**config.mk**
```make
export PLATFORM = sky130hd
export DESIGN_NAME = psum_writeback
export DESIGN_NICKNAME = d
export VERILOG_FILES = /design/src/rtl/psum_wb_pkg.sv /design/src/rtl/psum_writeback_sat_add.sv /design/src/rtl/psum_writeback.sv
export SDC_FILE = /design/constraint.sdc
export NUM_CORES = 1
export LEC_CHECK = 0
export ABC_AREA = 1
export CAP_MARGIN = 30
export CORE_MARGIN = 8
export CORE_UTILIZATION = 55
export CTS_CLUSTER_SIZE = 24
export DETAILED_ROUTE_END_ITERATION = 8
export DONT_BUFFER_PORTS = 1
export PLACE_DENSITY = 0.7
export SLEW_MARGIN = 20
export SYNTH_ARGS = -nofsm -noshare
export SYNTH_HDL_FRONTEND = slang
export SYNTH_SLANG_ARGS = --single-unit
```
**constraint.sdc**
```tcl
create_clock -name clk -period 12.9 [get_ports clk]
set_input_delay 3.87 -clock clk [delete_from_list [all_inputs] [get_ports clk]]
set_output_delay 3.87 -clock clk [all_outputs]
set_load 0.1 [all_outputs]
```
**src/rtl/psum_wb_pkg.sv**
```systemverilog
// Shared definitions for the partial-sum writeback block: FSM states and
// saturation limits for a signed accumulator of a given width.
package psum_wb_pkg;

  typedef enum logic [1:0] {
    IDLE    = 2'd0,
    COLLECT = 2'd1,
    WRITE   = 2'd2,
    DONE    = 2'd3
  } wb_state_t;

  function automatic logic signed [63:0] sat_max(input int width);
    return (64'sd1 <<< (width - 1)) - 64'sd1;
  endfunction

  function automatic logic signed [63:0] sat_min(input int width);
    return -(64'sd1 <<< (width - 1));
  endfunction

endpackage

```
**src/rtl/psum_writeback_sat_add.sv**
```systemverilog
// Signed saturating adder: the sum is formed one bit wider, then clamped to
// the representable range of ACCUM_WIDTH; ovf flags any clamp.
module sat_add
  import psum_wb_pkg::*;
#(
  parameter int ACCUM_WIDTH = 32
) (
  input  logic [ACCUM_WIDTH-1:0] a,
  input  logic [ACCUM_WIDTH-1:0] b,
  output logic [ACCUM_WIDTH-1:0] sum,
  output logic                   ovf
);

  localparam logic signed [ACCUM_WIDTH:0] HI = (ACCUM_WIDTH + 1)'(sat_max(ACCUM_WIDTH));
  localparam logic signed [ACCUM_WIDTH:0] LO = (ACCUM_WIDTH + 1)'(sat_min(ACCUM_WIDTH));

  logic signed [ACCUM_WIDTH:0] wide;

  always_comb begin
    wide = $signed({a[ACCUM_WIDTH-1], a}) + $signed({b[ACCUM_WIDTH-1], b});
    sum  = wide[ACCUM_WIDTH-1:0];
    ovf  = 1'b0;
    if (wide > HI) begin
      sum = HI[ACCUM_WIDTH-1:0];
      ovf = 1'b1;
    end else if (wide < LO) begin
      sum = LO[ACCUM_WIDTH-1:0];
      ovf = 1'b1;
    end
  end

endmodule

```
**src/rtl/psum_writeback.sv**
```systemverilog
// Collects skewed per-column partial sums of one output tile, accumulates them
// across K tiles with saturation, and streams the finished tile row-major to C.
module psum_writeback
  import psum_wb_pkg::*;
#(
  parameter int ARRAY_SIZE  = 4,
  parameter int ACCUM_WIDTH = 32,
  parameter int ADDR_WIDTH  = 10
) (
  input  logic                             clk,
  input  logic                             rst_n,
  input  logic                             tile_start,
  input  logic                             first_k,
  input  logic                             last_k,
  input  logic [ADDR_WIDTH-1:0]            base_addr,
  input  logic [7:0]                       row_stride,
  input  logic [ARRAY_SIZE-1:0]            psum_valid,
  input  logic [ARRAY_SIZE*ACCUM_WIDTH-1:0] psum_in,
  output logic                             mem_write_en_c,
  input  logic                             mem_ready_c,
  output logic [ADDR_WIDTH-1:0]            mem_addr_c,
  output logic [ACCUM_WIDTH-1:0]           mem_data_c,
  output logic                             busy,
  output logic                             done,
  output logic                             overflow
);

  localparam int RCW = $clog2(ARRAY_SIZE + 1);
  localparam int IW  = $clog2(ARRAY_SIZE);
  localparam logic [RCW-1:0] RC_FULL  = RCW'(ARRAY_SIZE);
  localparam logic [RCW-1:0] RC_LAST  = RCW'(ARRAY_SIZE - 1);
  localparam logic [IW-1:0]  IDX_LAST = IW'(ARRAY_SIZE - 1);

  // Write handshake: an element transfers on any rising edge where
  // mem_write_en_c && mem_ready_c; while ready is low, address and data hold.
  wb_state_t state, state_nxt;

  logic                   first_k_q, last_k_q;
  logic [ADDR_WIDTH-1:0]  base_q;
  logic [7:0]             stride_q;
  logic [RCW-1:0]         rc [ARRAY_SIZE];
  logic [ACCUM_WIDTH-1:0] tile_buf [ARRAY_SIZE][ARRAY_SIZE];
  logic [IW-1:0]          wr_row, wr_col;
  logic [ARRAY_SIZE-1:0]  cap, col_full_nxt, col_ovf;
  logic [ACCUM_WIDTH-1:0] cap_data [ARRAY_SIZE];

  for (genvar j = 0; j < ARRAY_SIZE; j++) begin : g_col
    logic [ACCUM_WIDTH-1:0] psum_col, sum_col;
    logic                   ovf_col;
    logic [IW-1:0]          row_sel;

    assign psum_col = psum_in[j*ACCUM_WIDTH +: ACCUM_WIDTH];
    assign row_sel  = rc[j][IW-1:0];
    assign cap[j]   = (state == COLLECT) && psum_valid[j] && (rc[j] != RC_FULL);

    sat_add #(.ACCUM_WIDTH(ACCUM_WIDTH)) u_sat_add (
      .a   (tile_buf[row_sel][j]),
      .b   (psum_col),
      .sum (sum_col),
      .ovf (ovf_col)
    );

    assign cap_data[j]     = first_k_q ? psum_col : sum_col;
    assign col_ovf[j]      = cap[j] && !first_k_q && ovf_col;
    assign col_full_nxt[j] = (rc[j] == RC_FULL) || (cap[j] && (rc[j] == RC_LAST));
  end

  // Buffer contents are don't-care after reset, so no reset term here.
  always_ff @(posedge clk) begin
    for (int j = 0; j < ARRAY_SIZE; j++) begin
      if (cap[j]) tile_buf[rc[j][IW-1:0]][j] <= cap_data[j];
    end
  end

  always_ff @(posedge clk or negedge rst_n) begin
    if (!rst_n) begin
      state     <= IDLE;
      first_k_q <= 1'b0;
      last_k_q  <= 1'b0;
      base_q    <= '0;
      stride_q  <= '0;
      wr_row    <= '0;
      wr_col    <= '0;
      overflow  <= 1'b0;
      for (int j = 0; j < ARRAY_SIZE; j++) rc[j] <= '0;
    end else begin
      state <= state_nxt;
      if (state == IDLE && tile_start) begin
        first_k_q <= first_k;
        last_k_q  <= last_k;
        base_q    <= base_addr;
        stride_q  <= row_stride;
        wr_row    <= '0;
        wr_col    <= '0;
        for (int j = 0; j < ARRAY_SIZE; j++) rc[j] <= '0;
        if (first_k) overflow <= 1'b0;
      end
      for (int j = 0; j < ARRAY_SIZE; j++) begin
        if (cap[j]) rc[j] <= rc[j] + 1'b1;
      end
      if (|col_ovf) overflow <= 1'b1;
      if (state == WRITE && mem_ready_c) begin
        if (wr_col == IDX_LAST) begin
          wr_col <= '0;
          wr_row <= wr_row + 1'b1;
        end else begin
          wr_col <= wr_col + 1'b1;
        end
      end
    end
  end

  always_comb begin
    state_nxt      = state;
    mem_write_en_c = 1'b0;
    mem_addr_c     = '0;
    mem_data_c     = '0;
    busy           = (state != IDLE);
    done           = 1'b0;
    case (state)
      IDLE: begin
        if (tile_start) state_nxt = COLLECT;
      end
      COLLECT: begin
        if (&col_full_nxt) state_nxt = last_k_q ? WRITE : DONE;
      end
      WRITE: begin
        mem_write_en_c = 1'b1;
        mem_addr_c     = base_q + ADDR_WIDTH'(wr_row) * ADDR_WIDTH'(stride_q)
                         + ADDR_WIDTH'(wr_col);
        mem_data_c     = tile_buf[wr_row][wr_col];
        if (mem_ready_c && wr_row == IDX_LAST && wr_col == IDX_LAST) state_nxt = DONE;
      end
      DONE: begin
        done      = 1'b1;
        state_nxt = IDLE;
      end
      default: state_nxt = IDLE;
    endcase
  end

endmodule

```
### Word-level counts from Yosys, hierarchy flattened

Memories as Yosys holds them, arrays and structs flattened.
Index checks and enable logic that the tools add are counted.

* bits of input ports: 156
* output and inout port bits: 46
* register bits after elaboration: 39
* memory bits (writable): 512
* bits in latches: 0
* word-level logic and storage cells: 152
* memories: 1
* memory bits (read-only): 0

* reduce and logical (&&, ||, !) cells: 42
* bitwise gates (word level): 1
* eq/ne operators: 20
* div/mod/pow operators: 0
* $add $sub $neg: 12
* multiply operators: 1
* $lt $le $gt $ge: 9
* multiplexer cells: 54
* shift operators: 0

Memory list
* tile_buf: depth 4, width 128, read ports 5, clocked after Yosys merged registers in 0, wr ports 4, RTL line psum_writeback.sv:42 `logic [ACCUM_WIDTH-1:0] tile_buf [ARRAY_SIZE][ARRAY_SIZE];`

Operator list (number)
* 32-bit 2-to-1 mux: 15
* 32-bit by 32-bit adder with 33-bit output: 4
* 33-bit by 32-bit > comparator with 1-bit output, second input constant: 4
* 33-bit by 32-bit less-than comparator with 1-bit output, second input constant: 4
* 32-bit binary-select mux with 2-bit select: 1
* 1-bit logical AND: 24
* 1-bit 2-to-1 mux: 22
* 2-bit 2-to-1 mux: 9
* 2-bit nonzero test: 8
* 3-bit by 1-bit adder with 3-bit output, second input constant: 4
* 3-bit by 2-bit equality test with 1-bit output, second input constant: 4
* 3-bit equality test, second input constant: 4
* 12-bit 2-to-1 mux: 1
* 3-bit 2-to-1 mux: 4
* 3-bit inequality test, second input constant: 4
* 10-bit adder: 1
* 10-bit by 2-bit adder with 10-bit output: 1
* 2-bit by 8-bit multiplier with 10-bit output: 1
* 10-bit 2-to-1 mux: 1
* 2-bit equality test, second input constant: 4
* 2-bit one-hot mux with 4 select lines: 1
* 2-bit by 1-bit adder with 2-bit output, second input constant: 2
* 1-bit logical OR: 4
* 2-bit by 1-bit inequality test with 1-bit output, second input constant: 2
* 10 further kinds: 10

### Depth between registers and ports, before layout

Gate-level depths: netlist of the first run.
An unclocked memory read counts as a cell.

* depth after elaboration: 9
* mapped depth: 24
* gate-level depth less buffers: 23

### By module

From an unflattened synthesis of the first run, not the netlist that was laid out.

* cells, all modules: 5762
* area, all modules: 40258.6 sq um

By module, submodules not included
* psum_writeback: instances 1, seq. area each 16350.7 sq um, cells each 3610, area each 29778.6 sq um
* sat_add: instances 4, seq. area each 0.0 sq um, cells each 538, area each 2620.0 sq um

### Worst setup path after synthesis of the first run

OpenSTA, ideal clock, no wires.

* path kind: reg-to-output
* from: register wr_row[0]
* to: output port mem_addr_c[9]
* path slack: 3894 ps
* required time: 9030 ps
* buffers on the path: 4
* data arrival time: 5136 ps
* cell stages (with the launch flop): 19
* cell sequence: dfrtp_1 > buf_2 > buf_2 > clkbuf_1 > clkbuf_1 > nand2_1 > fa_1 > fa_1 > inv_1 > ha_1 > fa_1 > nand3_1 > nand3_1 > a21o_1 > a21oi_1 > o21ai_0 > nand2_1 > nand2_1 > a21oi_1

* word-level cells in the longest chain between the ends: 4

Ends and longest elaborated chain
* start: declaration: RTL line psum_writeback.sv:43 `logic [IW-1:0] wr_row, wr_col;`
* start signal: assignment: RTL line psum_writeback.sv:105 `wr_row <= wr_row + 1'b1;`
* 2-bit by 8-bit multiplier with 10-bit output: RTL line psum_writeback.sv:129 `mem_addr_c = base_q + ADDR_WIDTH'(wr_row) * ADDR_WIDTH'(stride_q)`
* 10-bit adder: RTL line psum_writeback.sv:129
* 10-bit by 2-bit adder with 10-bit output: RTL line psum_writeback.sv:130 `+ ADDR_WIDTH'(wr_col);`
* 10-bit 2-to-1 mux: RTL line psum_writeback.sv:120 `case (state)`
* end: declaration: RTL line psum_writeback.sv:21 `output logic [ADDR_WIDTH-1:0] mem_addr_c,`

Every way passes these cells.

### Worst setup path after layout of the first run

Ends and elaborated chain as after synthesis.

==> impl_summary.txt, run 1 <==
----------------------------------------------------
[Setup path]
  CP Data Arrival Time ... 4.85 ns
  Critical path depth ... 16
  Critical Path Sink Type ... primary output
  Worst reg2reg path depth ... 17
  Type of element launching the critical path ... flop
  Worst path cell trace ... nand2_1 -> fa_1 -> fa_1 -> inv_1 -> ha_1 -> fa_1 -> nand3_1 -> nand3_1 -> a21o_1 -> a21oi_1 -> o21ai_0 -> nand2_1 -> nand2_1 -> o21ai_0 -> a21oi_2 -> buf_8
  Reg-to-reg critical path endpoint ... tile_buf[1][9]
  Startpoint of the lowest-slack register-to-register path ... g_col[3].row_sel[0]
  Combined buffer and inverter count along the critical path ... 2
  Largest fanout of any net on the critical path ... 69
  Cell with the largest stage delay on the worst path ... dfrtp_4
  Data required time at the worst endpoint ... 9.03 ns
  Crit path max-delay family ... adder cells
  Register-to-register setup slack ... 7.21 ns
  Critical path type ... flop to primary output
  Stage delay of the slowest cell on the critical path ... 0.93 ns

[Pwr]
  PwrDens ... 296 nW/um^2
  Max VDD drop ... 296 uV
  Total power after layout ... 11600 uW
  Static leakage ... 0.0153 uW

[Timing]
  Clock Skew ... 0.0182 ns
  Worst slew slack as a fraction of its limit ... 32.6%
  Setup repair after global routing missed its margin ... false
  Slew @ Worst Pin ... 1.01 ns
  Ratio of final minimum period to clock period ... 67.6%
  Final hold violations ... 0
  Total negative slack ... 0 ns
  Max-slew violation count ... 0
  Final count of negative-setup-slack endpoints ... 0
  Maximum clock rate ... 115 MHz
  Final min period ... 8.72 ns

[GRT]
  Antenna violations before repair ... 4
  Vias in the first global route ... 30100
  Largest net degree at the start of global routing ... 97
  Global-route congestion overflow total ... 0
  Combined global-route utilization of all metal layers ... 31.0%
  Wire length of the first global-routing pass ... 180 mm

[Floorplanning]
  Die width ... 272 microns
  Floorplan die height ... 272 microns
  Initial core utilization ... 55.2%
  Row count ... 94
  Core region area ... 65400 sq um
  Die area ... 74100 sq um
  Boundary Pins ... 202

[Synth]
  List of most frequent post-synthesis cells ... 807 x nor2_1, 759 x nand2_1, 558 x o21ai_0
  Number of storage elements in the synthesis netlist ... 551
  Synthesized Nets ... 4743
  Largest area contributor in the synthesized netlist ... edfxtp_1
  Cell count after synthesis ... 4401
  Async S/R FF share, synth ... 7.08%
  Share of the synthesized area in the top cell type ... 42.6%
  Synthesis Warnings ... 0
  Number of different library cells in the post-synthesis netlist ... 44
  Top area cells in the synthesized netlist ... edfxtp_1 43%, nor2_1 8.4%, nand2_1 7.9%
  Most frequently used cell type in the post-synthesis netlist ... nor2_1
  Synthesized cell area ... 36100 sq um
  Proportion of synthesized chip area in sequential cells ... 45.3%
  Synthesized area per cell ... 8.20 sq um
  Top FF cell, synth ... edfxtp_1
  Number of synthesized flops with an enable pin ... 512

[Cells and area]
  Layout area overhead ... 8.36%
  Number of filler instances in the final layout ... 5748
  Nets@finish ... 4660
  Share of final-layout standard cells stronger than drive strength 1 ... 7.27%
  Non-Filler Instances ... 5229
  Share of the core filled with cells ... 59.8%

[Detailed routing]
  Via total after detailed routing ... 32800
  Final routed wirelength across all metal layers ... 120 mm
  Detailed router's first-iteration violation count ... 4497
  Final routed wire length divided by cell count ... 22.9 microns
  Residual DRC count ... 0
  Post-DR vias/cell ... 6.27
  Final antenna-violating net count ... 0
  Initial DRT Pass Iterations ... 6

[CTS]
  Post-CTS resize count ... 0
  Cts bufs inserted ... 55
  Clock sink count ... 551
  Latest clock arrival within the worst-skew pair ... 0.62 ns
  Clock buffer depth ... 3
  TritonCTS clock tree ... yes
  H-Tree Depth ... 2
  Clock transition at the registers of the reported paths ... 0.06 ns
  Cell at the root of the clock tree ... clkbuf_16
  Cts hold-fix bufs ... 0
  Setup bufs post-CTS ... 0

[Hold path]
  Number of stages on the worst hold path ... 2
  Path type of the worst min-delay path ... flop to flop
  Worst Hold Launch ... base_q[8]
  Endpoint of the worst hold-timing path ... base_q[8]

[Flow run]
  Max-capacitance violation count ... 0

[Placed design]
  Number of port buffers ... 0
  Final GP Congestion ... 0.979
  Placed Cells ... 5121
  Total half-perimeter wirelength after legalization and detailed placement ... 83.8 mm

[Run status]
  Status ... complete, no violations

----------------------------------------------------
## per-stage QoR
step	setup WS (ns)	hold WS, ns	area [sq um]
CTS	4.20	0.513	39000
global route	3.87	0.535	39100
finish	4.18	0.515	39100
global placement	4.46	0.473	37000
detailed placement	4.89	0.496	37300
floorplan	3.89	0.455	36100
## state kept, by name, indices dropped and copies added, names as in the netlist
register,flops
tile_buf,512
base_q,10
g_col.row_sel,8
stride_q,8
rc,4
state,2
wr_col,2
wr_row,2
first_k_q,1
last_k_q,1
overflow,1
## cell type report
class / instances / area (sq um) / area share (%)
Multi-Input combinational cell: 3332 / 17900 / 45.8
Clock buffer: 69 / 1440 / 3.68
Tap cell: 864 / 1080 / 2.76
Inverter: 287 / 1090 / 2.78
Timing Repair Buffer: 91 / 968 / 2.48
Clock inverter: 33 / 262 / 0.668
Sequential cell: 551 / 16400 / 41.8
Antenna cell: 2 / 5.00 / 0.0128
## power by group
part | total [uW] | internal (uW) | switching [uW]
Combinational | 7100 | 1940 | 5160
Sequential | 2920 | 2790 | 133
Clock | 1550 | 852 | 693
## cell usage in the layout (no fill, tap or decap), drive strengths merged, types with 6 or more instances in the layout
master / Yosys / final
a21o: 6 / 6
a21oi: 312 / 312
and2: 9 / 9
buf: 46 / 91
clkbuf: 185 / 69
clkinv: 8 / 32
dfrtp: 39 / 39
edfxtp: 512 / 512
fa: 13 / 13
ha: 173 / 173
inv: 279 / 283
nand2: 794 / 794
nand3: 144 / 144
nand3b: 17 / 17
nand4: 7 / 7
nor2: 811 / 811
nor3: 23 / 23
nor4: 7 / 7
o211ai: 41 / 41
o21ai: 560 / 560
o21bai: 35 / 35
o221ai: 88 / 88
o22ai: 166 / 166
or2: 13 / 13
xnor2: 21 / 21
xor2: 66 / 66
## worst min-delay path, stage by stage (launching register included)
cell	delay [ns]
dfrtp_1	0.36
nand2_1	0.06
nand2_1	0.06
## how the worst max path moves through the flow
stage,from,to,slack [ns]
after detailed placement,wr_row[0],mem_addr_c[9],4.89
after CTS,wr_row[0],mem_addr_c[9],4.20
after global routing,wr_row[0],mem_addr_c[9],3.87
after floorplan,wr_row[0],mem_addr_c[9],3.89
final,wr_row[0],mem_addr_c[9],4.18
after global placement,wr_row[0],mem_addr_c[9],4.46
## cell families (layout without fill, tap and decap cells)
| group | Yosys count | count (layout) | synth area share (%) |
|---|---|---|---|
| compound gates | 1230 | 1230 | 19.6 |
| fa+ha+maj | 186 | 186 | 6.72 |
| buf+inv | 518 | 480 | 5.92 |
| simple gates | 1829 | 1829 | 20.4 |
| other cells | 0 | 2 | 0 |
| flops | 551 | 551 | 45.3 |
| xor+xnor | 87 | 87 | 2.11 |
## routing by layer
| metal | part of all wire (%) | vias to the layer above | track usage [%] |
|---|---|---|---|
| met1 | 40 | 15600 | 43.2 |
| li1 | - | 15200 | - |
| met4 | 3.8 | 4 | 10.9 |
| met2 | 44 | 1786 | 47.6 |
| met3 | 12 | 223 | 7.08 |
| met5 | 0.022 | - | 0 |
No activity file was read; power rests on OpenSTA's default activity.
==> run 2, diff against run 1 <==
Settings changed: PLACE_DENSITY 0.7 to 0.73.
Clock period 12.9 ns to 7.3 ns, I/O delays scaled along.
==> run 2 against run 1 <==
Net effect: the run now ends with design-rule violations left; clock power grew 97%; register-to-register slack got worse by 5.0 ns; via count up 1.3%; first-iteration DRC count grew 6.6%; critical path type unchanged; largest cell class unchanged; highest routed layer unchanged.
==> impl_summary.txt, run 2 (synthesized netlist as in run 1, its figures left out) <==
----------------------------------------------------
[Run status]
  Status ... complete, but fails checks
  Violations in the final reports ... design-rule violations

[Setup path]
  Data required time at the worst endpoint ... 5.11 ns (-3.92 ns)
  Type of element launching the critical path ... flop
  CP Data Arrival Time ... 4.46 ns (-0.39 ns)
  Launching instance or port of the critical path ... wr_row[0]
  Register-to-register setup slack ... 2.22 ns (-4.99 ns)
  Stage delay of the slowest cell on the critical path ... 0.49 ns (-0.44 ns)
  Critical Path Sink Type ... primary output
  Worst reg2reg path depth ... 21 (+4)
  Worst path cell trace ... buf_4 -> nand2_1 -> inv_1 -> ha_1 -> inv_1 -> fa_1 -> inv_1 -> ha_1 -> fa_1 -> nand3_1 -> nand3_1 -> a21o_1 -> a21oi_1 -> o21ai_0 -> nand2_1 -> nand2_1 -> o21ai_0 -> a21oi_2 -> buf_12
  Largest fanout of any net on the critical path ... 43 (-38%)
  Startpoint of the lowest-slack register-to-register path ... g_col[2].row_sel[1]
  Reg-to-reg critical path endpoint ... tile_buf[3][61]
  Critical path type ... flop to primary output
  Cell with the largest stage delay on the worst path ... fa_1

[Placed design]
  Total half-perimeter wirelength after legalization and detailed placement ... 85.8 mm (+2.4%)
  Final GP Congestion ... 1.03 (+4.8%)
  Number of port buffers ... 0 (unchanged)
  Placed Cells ... 5135 (+0.27%)

[CTS]
  TritonCTS clock tree ... yes
  Cts bufs inserted ... 57 (+3.6%)
  Cell at the root of the clock tree ... clkbuf_16
  Clock sink count ... 551 (unchanged)
  Setup bufs post-CTS ... 0 (unchanged)
  H-Tree Depth ... 2 (unchanged)
  Clock transition at the registers of the reported paths ... 0.06 ns (about the same)
  Post-CTS resize count ... 0 (unchanged)
  Clock buffer depth ... 3 (unchanged)
  Cts hold-fix bufs ... 0 (unchanged)
  Latest clock arrival within the worst-skew pair ... 0.64 ns (+0.02 ns)

[Timing]
  Final hold violations ... 0 (unchanged)
  Worst slew slack as a fraction of its limit ... 22.0% (-11 points)
  Final hold slack ... 0.510 ns (-0.00473 ns)
  Setup repair after global routing missed its margin ... false
  Final count of negative-setup-slack endpoints ... 0 (unchanged)
  Maximum clock rate ... 150 MHz
  Slew @ Worst Pin ... 1.17 ns (+0.157 ns)
  Final min period ... 6.65 ns
  Ratio of final minimum period to clock period ... 91.1%
  Clock Skew ... 0.0348 ns (+0.0167 ns)
  Total negative slack ... 0 ns (unchanged)
  Max-slew violation count ... 0 (unchanged)

[Floorplanning]
  Floorplan die height ... 272 microns (unchanged)
  Die width ... 272 microns (unchanged)
  Core region area ... 65400 sq um (unchanged)
  Initial core utilization ... 55.2% (unchanged)
  Die area ... 74100 sq um (unchanged)
  Boundary Pins ... 202 (unchanged)
  Row count ... 94 (unchanged)

[Cells and area]
  Number of flip-flops in the largest register ... 512 (unchanged)
  Number of antenna repair diodes ... 0 (-2)
  Number of filler instances in the final layout ... 5713 (-0.61%)
  Non-Filler Instances ... 5240 (+0.21%)
  Most common cell after layout, fill and taps aside ... nor2_1
  Layout area overhead ... 9.03%
  Nets@finish ... 4673 (+0.28%)
  Share of final-layout standard cells stronger than drive strength 1 ... 7.52% (+0.25 points)
  Most frequent cells in the layout ... 791 x nor2_1, 759 x nand2_1, 558 x o21ai_0, 512 x edfxtp_1, 277 x inv_1

[Pwr]
  PwrDens ... 528 nW/um^2 (+79%)
  Max VDD drop ... 817 uV (+180%)
  Total power after layout ... 20800 uW (+80%)
  Static leakage ... 0.0155 uW (+0.72%)

[Hold path]
  Worst Hold Launch ... base_q[8]
  Path type of the worst min-delay path ... flop to flop
  Endpoint of the worst hold-timing path ... base_q[8]
  Number of stages on the worst hold path ... 2 (unchanged)

[GRT]
  Vias in the first global route ... 30000 (-0.10%)
  Antenna violations before repair ... 2 (-2)
  Combined global-route utilization of all metal layers ... 31.5% (+0.42 points)
  Wire length of the first global-routing pass ... 182 mm (+1.1%)
  Largest net degree at the start of global routing ... 222 (+130%)
  Global-route congestion overflow total ... 0 (unchanged)

[Detailed routing]
  Final routed wire length divided by cell count ... 23.2 microns (+1.3%)
  Post-DR vias/cell ... 6.34 (+1.1%)
  Via total after detailed routing ... 33200 (+1.3%)
  Detailed router's first-iteration violation count ... 4795 (+6.6%)
  Residual DRC count ... 1 (+1)
  Final routed wirelength across all metal layers ... 122 mm (+1.6%)
  Initial DRT Pass Iterations ... 9 (+3)
  Final antenna-violating net count ... 0 (unchanged)

[Flow run]
  Max-capacitance violation count ... 0 (unchanged)

----------------------------------------------------
## run 2: critical path, delay by kind of cell, from the launching register on
family,cells,cell delay [ns]
DFF,1,0.40
adders and majority gates,4,1.30
AOI/OAI and AO/OA,5,0.84
and+or+nand+nor,5,0.49
buffers and inverters,5,0.80
## run 2: through the flow
stage	instance area (sq um)	util, %	setup WS (ns)
floorplan	36100	-	0.0599
global placement	37100	56.8	1.37
detailed placement	37400	57.2	1.31
CTS	39300	60.2	0.645
global route	39400	60.2	0.324
finish	39400	60.2	0.650
## run 2: cell type report
type / instances / area [sq um] / area share, %
multi-input combinational: 3332 / 17900 / 45.4
sequential: 551 / 16400 / 41.6
clock buffer: 66 / 1460 / 3.71
inverter: 287 / 1090 / 2.76
tap: 864 / 1080 / 2.75
timing repair buffer: 102 / 1030 / 2.61
clock inverter: 38 / 468 / 1.19
## run 2: layer usage
metal	up-vias	track usage [%]	wire length (microns)
met5	-	0	27
li1	15200	-	-
met4	4	10.1	4260
met1	15700	43.4	47400
met3	243	8.30	16000
met2	2042	48.2	54000
## run 2: report_power, final
part           total [uW]  leakage (uW)  internal [uW]  switching [uW]
sequential           5180       0.00508           4940             243
combinational       12600       0.00944           3410            9160
clock                3050      0.000929           1760            1280
total               20800        0.0155          10100           10700
## run 2: worst max-delay path by stage
stage	endpoint	cells past startpoint
global route	mem_addr_c[9]	19
floorplan	mem_addr_c[7]	16
global placement	mem_addr_c[9]	19
detailed placement	mem_addr_c[9]	19
finish	mem_addr_c[9]	19
CTS	mem_addr_c[9]	19
